### config.mk
export PLATFORM = sky130hd
export DESIGN_NAME = qrng_interval_extractor_flat
export DESIGN_NICKNAME = d
export VERILOG_FILES = /design/src/rtl/qrng_interval_extractor_pkg.sv /design/src/rtl/qrng_interval_extractor_if.sv /design/src/rtl/qrng_interval_extractor_qualifier.sv /design/src/rtl/qrng_interval_extractor.sv /design/src/flat_wrapper.sv
export SDC_FILE = /design/constraint.sdc
export NUM_CORES = 1
export LEC_CHECK = 0
export CAP_MARGIN = 10
export CORE_UTILIZATION = 27
export CTS_CLUSTER_SIZE = 12
export DETAILED_ROUTE_END_ITERATION = 16
export GPL_ROUTABILITY_DRIVEN = 0
export GPL_TIMING_DRIVEN = 1
export PLACE_DENSITY = 0.38
export RECOVER_POWER = 100
export SLEW_MARGIN = 20
export SYNTH_ARGS = -nofsm -noshare
export SYNTH_HDL_FRONTEND = slang
export SYNTH_SLANG_ARGS = --single-unit
### constraint.sdc
create_clock -name i_clk -period 2.6 [get_ports i_clk]
set_input_delay 0.26 -clock i_clk [delete_from_list [all_inputs] [get_ports i_clk]]
set_output_delay 0.26 -clock i_clk [all_outputs]
set_load 0.005 [all_outputs]
### src/rtl/qrng_interval_extractor_pkg.sv
// Shared definitions for the QRNG interval extractor: pair-timing FSM states,
// byte geometry and the packer bit-insert helper.
package qrng_interval_extractor_pkg;

  localparam int BYTE_W    = 8;
  localparam int BIT_IDX_W = 3;
  localparam int CNT_W_DEF = 16;

  typedef enum logic [1:0] {
    ST_IDLE = 2'd0,
    ST_T1   = 2'd1,
    ST_T2   = 2'd2
  } pair_state_e;

  // Writes one bit at an arbitrary position; the packer fills LSB-first.
  function automatic logic [BYTE_W-1:0] insert_bit(
    input logic [BYTE_W-1:0]    vec,
    input logic [BIT_IDX_W-1:0] idx,
    input logic                 b
  );
    logic [BYTE_W-1:0] res;
    res      = vec;
    res[idx] = b;
    return res;
  endfunction

endpackage

### src/rtl/qrng_interval_extractor_if.sv
// Byte output port of the interval extractor: valid/ready byte handshake plus
// the drop and discarded-pair status pulses.
interface qrng_interval_extractor_if;

  logic [qrng_interval_extractor_pkg::BYTE_W-1:0] byte_data;
  logic                                           byte_valid;
  logic                                           byte_ready;
  logic                                           byte_drop;
  logic                                           pair_disc;

  modport master (
    output byte_data,
    output byte_valid,
    output byte_drop,
    output pair_disc,
    input  byte_ready
  );

  modport slave (
    input  byte_data,
    input  byte_valid,
    input  byte_drop,
    input  pair_disc,
    output byte_ready
  );

endinterface

### src/rtl/qrng_interval_extractor_qualifier.sv
// Detector pulse qualifier: synchronises RXD, requires MIN_HIGH consecutive
// synced-high cycles and emits a single-cycle event per qualified pulse.
module qrng_interval_extractor_qualifier #(
  parameter int SYNC_STAGES = 2,
  parameter int MIN_HIGH    = 2
) (
  input  logic i_clk,
  input  logic i_rst_n,
  input  logic i_rxd,
  output logic o_ev
);

  localparam int              RUN_W   = $clog2(MIN_HIGH + 1);
  localparam logic [RUN_W-1:0] RUN_SAT = RUN_W'(MIN_HIGH);
  localparam logic [RUN_W-1:0] RUN_ARM = RUN_W'(MIN_HIGH - 1);
  localparam logic [RUN_W-1:0] RUN_ONE = RUN_W'(1);

  logic [SYNC_STAGES-1:0] r_sync;
  logic [RUN_W-1:0]       r_run;
  logic                   r_ev;
  logic                   w_synced;

  assign w_synced = r_sync[SYNC_STAGES-1];

  always_ff @(posedge i_clk or negedge i_rst_n) begin
    if (!i_rst_n) begin
      r_sync <= '0;
    end else begin
      r_sync <= {r_sync[SYNC_STAGES-2:0], i_rxd};
    end
  end

  // Run length parks at MIN_HIGH so the arm value is crossed once per pulse;
  // any synced low re-arms the filter.
  always_ff @(posedge i_clk or negedge i_rst_n) begin
    if (!i_rst_n) begin
      r_run <= '0;
    end else if (!w_synced) begin
      r_run <= '0;
    end else if (r_run != RUN_SAT) begin
      r_run <= r_run + RUN_ONE;
    end else begin
      r_run <= r_run;
    end
  end

  always_ff @(posedge i_clk or negedge i_rst_n) begin
    if (!i_rst_n) begin
      r_ev <= 1'b0;
    end else begin
      r_ev <= w_synced && (r_run == RUN_ARM);
    end
  end

  assign o_ev = r_ev;

endmodule

### src/rtl/qrng_interval_extractor.sv
// QRNG entropy front end: times qualified detector events, turns each pair of
// intervals into one raw bit, packs bits LSB-first and offers bytes on a valid/ready port.
module qrng_interval_extractor
  import qrng_interval_extractor_pkg::*;
#(
  parameter int CNT_W       = CNT_W_DEF,
  parameter int SYNC_STAGES = 2,
  parameter int MIN_HIGH    = 2
) (
  input  logic                       i_clk,
  input  logic                       i_rst_n,
  input  logic                       i_rxd,
  qrng_interval_extractor_if.master  byte_if
);

  localparam logic [CNT_W-1:0] CNT_MAX = {CNT_W{1'b1}};
  localparam logic [CNT_W-1:0] CNT_ONE = CNT_W'(1);

  logic                 w_ev;
  logic [CNT_W-1:0]     r_cnt;
  logic [CNT_W-1:0]     r_t1;
  pair_state_e          r_state;
  pair_state_e          w_state_nxt;
  logic                 w_pair_bad;
  logic                 w_t1_load;
  logic                 w_bit_vld;
  logic                 w_bit;
  logic                 w_disc;

  logic [BYTE_W-1:0]    r_shift;
  logic [BIT_IDX_W-1:0] r_bit_cnt;
  logic [BYTE_W-1:0]    w_shift_nxt;
  logic                 w_byte_done;

  logic [BYTE_W-1:0]    r_byte_data;
  logic                 r_byte_valid;
  logic                 r_byte_drop;
  logic                 r_pair_disc;
  logic                 w_accept;
  logic                 w_load;
  logic                 w_drop;
  logic                 w_valid_nxt;

  qrng_interval_extractor_qualifier #(
    .SYNC_STAGES (SYNC_STAGES),
    .MIN_HIGH    (MIN_HIGH)
  ) u_qual (
    .i_clk   (i_clk),
    .i_rst_n (i_rst_n),
    .i_rxd   (i_rxd),
    .o_ev    (w_ev)
  );

  // The event cycle itself counts as the first cycle of the next interval.
  always_ff @(posedge i_clk or negedge i_rst_n) begin
    if (!i_rst_n) begin
      r_cnt <= '0;
    end else if (w_ev) begin
      r_cnt <= CNT_ONE;
    end else if (r_cnt != CNT_MAX) begin
      r_cnt <= r_cnt + CNT_ONE;
    end else begin
      r_cnt <= r_cnt;
    end
  end

  always_ff @(posedge i_clk or negedge i_rst_n) begin
    if (!i_rst_n) begin
      r_t1    <= '0;
      r_state <= ST_IDLE;
    end else begin
      r_t1    <= w_t1_load ? r_cnt : r_t1;
      r_state <= w_state_nxt;
    end
  end

  // A saturated interval carries no ordering information, so it is discarded like a tie.
  assign w_pair_bad = (r_t1 == CNT_MAX) || (r_cnt == CNT_MAX) || (r_t1 == r_cnt);

  always_comb begin
    w_state_nxt = r_state;
    w_t1_load   = 1'b0;
    w_bit_vld   = 1'b0;
    w_bit       = 1'b0;
    w_disc      = 1'b0;
    case (r_state)
      ST_IDLE: begin
        if (w_ev) begin
          w_state_nxt = ST_T1;
        end else begin
          w_state_nxt = ST_IDLE;
        end
      end
      ST_T1: begin
        if (w_ev) begin
          w_t1_load   = 1'b1;
          w_state_nxt = ST_T2;
        end else begin
          w_state_nxt = ST_T1;
        end
      end
      ST_T2: begin
        if (w_ev) begin
          w_state_nxt = ST_T1;
          if (w_pair_bad) begin
            w_disc = 1'b1;
          end else begin
            w_bit_vld = 1'b1;
            w_bit     = (r_t1 > r_cnt);
          end
        end else begin
          w_state_nxt = ST_T2;
        end
      end
      default: begin
        w_state_nxt = ST_IDLE;
      end
    endcase
  end

  assign w_shift_nxt = insert_bit(r_shift, r_bit_cnt, w_bit);
  assign w_byte_done = w_bit_vld && (r_bit_cnt == 3'd7);

  always_ff @(posedge i_clk or negedge i_rst_n) begin
    if (!i_rst_n) begin
      r_shift   <= '0;
      r_bit_cnt <= '0;
    end else if (w_bit_vld) begin
      r_shift   <= w_shift_nxt;
      r_bit_cnt <= r_bit_cnt + 3'd1;
    end else begin
      r_shift   <= r_shift;
      r_bit_cnt <= r_bit_cnt;
    end
  end

  assign w_accept = r_byte_valid && byte_if.byte_ready;

  // A completed byte may replace the held one only when that one leaves this same cycle.
  always_comb begin
    w_load      = 1'b0;
    w_drop      = 1'b0;
    w_valid_nxt = r_byte_valid;
    if (w_byte_done) begin
      if (!r_byte_valid || w_accept) begin
        w_load      = 1'b1;
        w_valid_nxt = 1'b1;
      end else begin
        w_drop      = 1'b1;
        w_valid_nxt = r_byte_valid;
      end
    end else if (w_accept) begin
      w_valid_nxt = 1'b0;
    end else begin
      w_valid_nxt = r_byte_valid;
    end
  end

  always_ff @(posedge i_clk or negedge i_rst_n) begin
    if (!i_rst_n) begin
      r_byte_data  <= '0;
      r_byte_valid <= 1'b0;
      r_byte_drop  <= 1'b0;
      r_pair_disc  <= 1'b0;
    end else begin
      r_byte_data  <= w_load ? w_shift_nxt : r_byte_data;
      r_byte_valid <= w_valid_nxt;
      r_byte_drop  <= w_drop;
      r_pair_disc  <= w_disc;
    end
  end

  assign byte_if.byte_data  = r_byte_data;
  assign byte_if.byte_valid = r_byte_valid;
  assign byte_if.byte_drop  = r_byte_drop;
  assign byte_if.pair_disc  = r_pair_disc;

endmodule
### src/flat_wrapper.sv
// flat-port wrapper written by rule: the top's interface ports become plain ports
module qrng_interval_extractor_flat import qrng_interval_extractor_pkg::*;
#(
  parameter int CNT_W       = CNT_W_DEF,
  parameter int SYNC_STAGES = 2,
  parameter int MIN_HIGH    = 2
)
  (i_clk, i_rst_n, i_rxd, byte_if_byte_data, byte_if_byte_valid, byte_if_byte_drop, byte_if_pair_disc, byte_if_byte_ready);
  qrng_interval_extractor_if byte_if_i ();
  input  logic i_clk;
  input  logic i_rst_n;
  input  logic i_rxd;
  output wire logic [$bits(byte_if_i.byte_data)-1:0] byte_if_byte_data;
  output wire logic [$bits(byte_if_i.byte_valid)-1:0] byte_if_byte_valid;
  output wire logic [$bits(byte_if_i.byte_drop)-1:0] byte_if_byte_drop;
  output wire logic [$bits(byte_if_i.pair_disc)-1:0] byte_if_pair_disc;
  input wire logic [$bits(byte_if_i.byte_ready)-1:0] byte_if_byte_ready;
  assign byte_if_byte_data = byte_if_i.byte_data;
  assign byte_if_byte_valid = byte_if_i.byte_valid;
  assign byte_if_byte_drop = byte_if_i.byte_drop;
  assign byte_if_pair_disc = byte_if_i.pair_disc;
  assign byte_if_i.byte_ready = byte_if_byte_ready;
  qrng_interval_extractor #(.CNT_W(CNT_W), .SYNC_STAGES(SYNC_STAGES), .MIN_HIGH(MIN_HIGH)) u_core (.i_clk(i_clk), .i_rst_n(i_rst_n), .i_rxd(i_rxd), .byte_if(byte_if_i));
endmodule
==> qor.yml <==
power:
  p_per_area_nw_per_um2: 857.7
  vdd.ir_drop.worst_mv: 0.3592
  p_leak_nw: 1.702
  p_seq_share_pct: 37.4
  switching_share_pct: 33.73
  internal_power_w: 0.002209
  power_frac_clock_pct: 36.4
  pwr-share-comb_pct: 26.3
  power.switching_w: 0.001124
clock_network:
  cts-root-buf: "clkbuf_16"
  cts_max_level: 3
  cts_tree: "yes"
  clock_path_buffers: 2
  clock_latency_ns: 0.34
  numCtsBuffers: 9
  path_clk_slew_ns: 0.05
  clkSinkCount: 61
yosys:
  synth_ff_type: "dfrtp_1"
  post_synth.cell_area_avg_um2: 10.12
  ys_types: 41
  synth_area_um2: 3229
  synth_edf_count: 0
  syn_inst: 319
  post-synth-top-count-cell: "dfrtp_1"
  synth_top_area_cell: "dfrtp_1"
  yosysSeqAreaShare_pct: 47.27
  yosys_warnings: 0
  synth_top_cells_by_count: "dfrtp_1, nand2_1, ha_1, inv_1, o21ai_0"
  synth_fp_nets: 344
  synthTopCellsByArea: "dfrtp_1, ha_1, nand2_1"
  async_reset_ff_share_pct: 100.0
  yosys_register_bits: 61
  synth.top_cell.area_share_pct: 47.27
cells_and_area:
  area_growth_syn_to_layout_pct: 20.34
  drive_gt1_share_pct: 10.39
  fin_cells: 499
  antenna_cells: 0
  final_nets: 377
status:
  violations: "DRC, capacitance limit, slew limit"
  status: "complete, but fails checks"
placement:
  io_buffers: 14
  dp.final_hpwl_um: 5321
  dp.cells: 483
detailed_routing:
  ant_nets: 0
  post_drt_wl_per_cell_um: 14.99
  drt_iter0_markers: 86
  routed_wl_um: 7479
  drtPass1Iterations: 10
  vias: 2412
  drc_errors: 2
  drt-vias-per-instance: 4.834
setup_path:
  startpoint_type: "flip-flop"
  critPathKind: "flip-flop to flip-flop"
  cp-end-kind: "flip-flop"
  worstPathMaxFanout: 11
  required_ns: 2.83
  arrival_ns: 2.58
timing:
  hold_viol_final: 0
  holdWs_ns: 0.3473
  max-slew-margin-rel_pct: -7.279
  setup_viol: 0
  fin_setup_tns_ns: 0
  fmax_mhz: 425.3
  fin_skew_ns: 0.01206
  fin_crit_ns: 2.351
  rsz0062_at_grt: "false"
  finalCritPeriodShare_pct: 90.43
  worst_pin_slew_ns: 1.609
  finalMaxSlewViolations: 24
die:
  fp.dieW_um: 111.4
  initial_core_util_pct: 28.04
  core_um2: 11520
  ios: 15
  design.die.area_um2: 12400
  num_rows: 39
  die_y_um: 111.4
global_routing:
  antenna_found_initial: 0
  overflow: 0
  grt_pass1_wl_um: 12820
  grt_start_max_net_pins: 39
  grtUsageTotal_pct: 13.54
  grt_pass1_vias: 2484
run:
  maxCapViolations: 1
min_path:
  hold_path_class: "flip-flop to flip-flop"
==> placed cells by master, fill, tap and decap left out, types with 4 or more instances in the layout <==
cell type	Yosys	final
nand2b_1	5	5
xnor2_1	9	9
nor3_1	10	10
clkbuf_16	0	9
buf_4	0	10
a21oi_1	11	11
mux2i_1	11	11
and3_1	4	4
a31oi_1	6	6
o21ai_0	21	21
nand2_1	34	34
a21boi_0	5	5
dlygate4sd3_1	0	13
mux2_2	4	4
nor4_1	5	6
dfrtp_1	61	61
clkbuf_1	6	5
nor2b_1	4	4
nand4_1	13	14
o31ai_1	7	7
ha_1	21	21
nand3_1	10	10
inv_1	21	21
nor2_1	19	19
==> per-layer routing <==
metal	part of all wire (%)	global-route usage (%)	vias up	routed length (µm)
met2	45	21.42	23	3366
met4	2.3	7.027	0	173
li1	-	-	1214	-
met1	50	17.13	1163	3738
met5	0	0	-	0
met3	2.7	3.375	12	199
==> final timing paths <==
| kind | from | to | slack, ns | cells after the start |
|---|---|---|---|---|
| min in group asynchronous | i_rst_n | u_core.r_t1[7] | 0.88 | 2 |
| max in group asynchronous | i_rst_n | u_core.r_t1[8] | 0.79 | 2 |
| hold reg to reg | u_core.u_qual.r_sync[0] | u_core.u_qual.r_sync[1] | 0.35 | 0 |
| setup reg to reg | u_core.r_cnt[14] | u_core.byte_if.byte_data[6] | 0.25 | 7 |
| hold / removal | u_core.u_qual.r_sync[0] | u_core.u_qual.r_sync[1] | 0.35 | 0 |
| setup / recovery | u_core.r_cnt[14] | u_core.byte_if.byte_data[6] | 0.25 | 7 |
==> worst max-delay path, cell delays in order, from the launching register on <==
cell,delay (ns)
dfrtp_1,0.45
inv_1,0.09
ha_1,0.31
nand4_1,0.16
or3_1,0.41
a21o_1,0.20
and3_1,0.32
o31ai_1,0.31
==> state kept, by name (all words and copies together) (netlist names), 2 cells and up <==
| register | flops |
|---|---|
| u_core.byte_if.byte_data | 8 |
| u_core.r_bit_cnt | 3 |
| u_core.r_cnt | 16 |
| u_core.r_shift | 8 |
| u_core.r_state | 2 |
| u_core.r_t1 | 16 |
| u_core.u_qual.r_run | 2 |
| u_core.u_qual.r_sync | 2 |
==> cell families after synthesis <==
logic type / after synthesis / synth area share (%)
muxes: 16 / 5.269
buffers and inverters: 30 / 4.184
adders and majority gates: 21 / 8.136
DFF: 61 / 47.27
AOI/OAI and AO/OA: 59 / 11.74
and+or+nand+nor: 122 / 20.69
xor gates and xnor gates: 10 / 2.712
==> timing repair <==
action | CTS | global route
hold endpoints to repair | 23 | 0
setup buffers | 0 | 0
gates resized for setup | 0 | 0
hold buffers | 1 | 0
==> cell type report <==
cell class / instances / area (µm²)
fill: 1215 / 7630
multi-input combinational: 228 / 1543
sequential: 61 / 1526
timing repair buffer: 31 / 259.0
clock buffer: 11 / 252.7
tap: 143 / 178.9
inverter: 21 / 78.83
clock inverter: 4 / 47.55
==> through the flow <==
stage               power, W  util, %  cell area, µm²  setup WS [ns]
floorplan           0.001941        -            3229         0.5187
global placement    0.002196    31.43            3620         0.2159
detailed placement  0.002201    31.43            3620         0.2422
CTS                 0.003453    34.13            3930         0.2175
global route        0.003582    33.75            3886        0.04453
finish              0.003333    33.75            3886         0.2488
==> power by group through the flow <==
stage / combinational [W] / clock, W / sequential [W]
2_1_floorplan: 0.000705 / 0 / 0.00124
3_3_place_gp: 0.000926 / 0 / 0.00127
3_5_place_dp: 0.000928 / 0 / 0.00127
4_1_cts: 0.000935 / 0.00126 / 0.00126
5_1_grt: 0.00101 / 0.00130 / 0.00127
6_report: 0.000876 / 0.00121 / 0.00125
(Power assumes the default switching activity.)
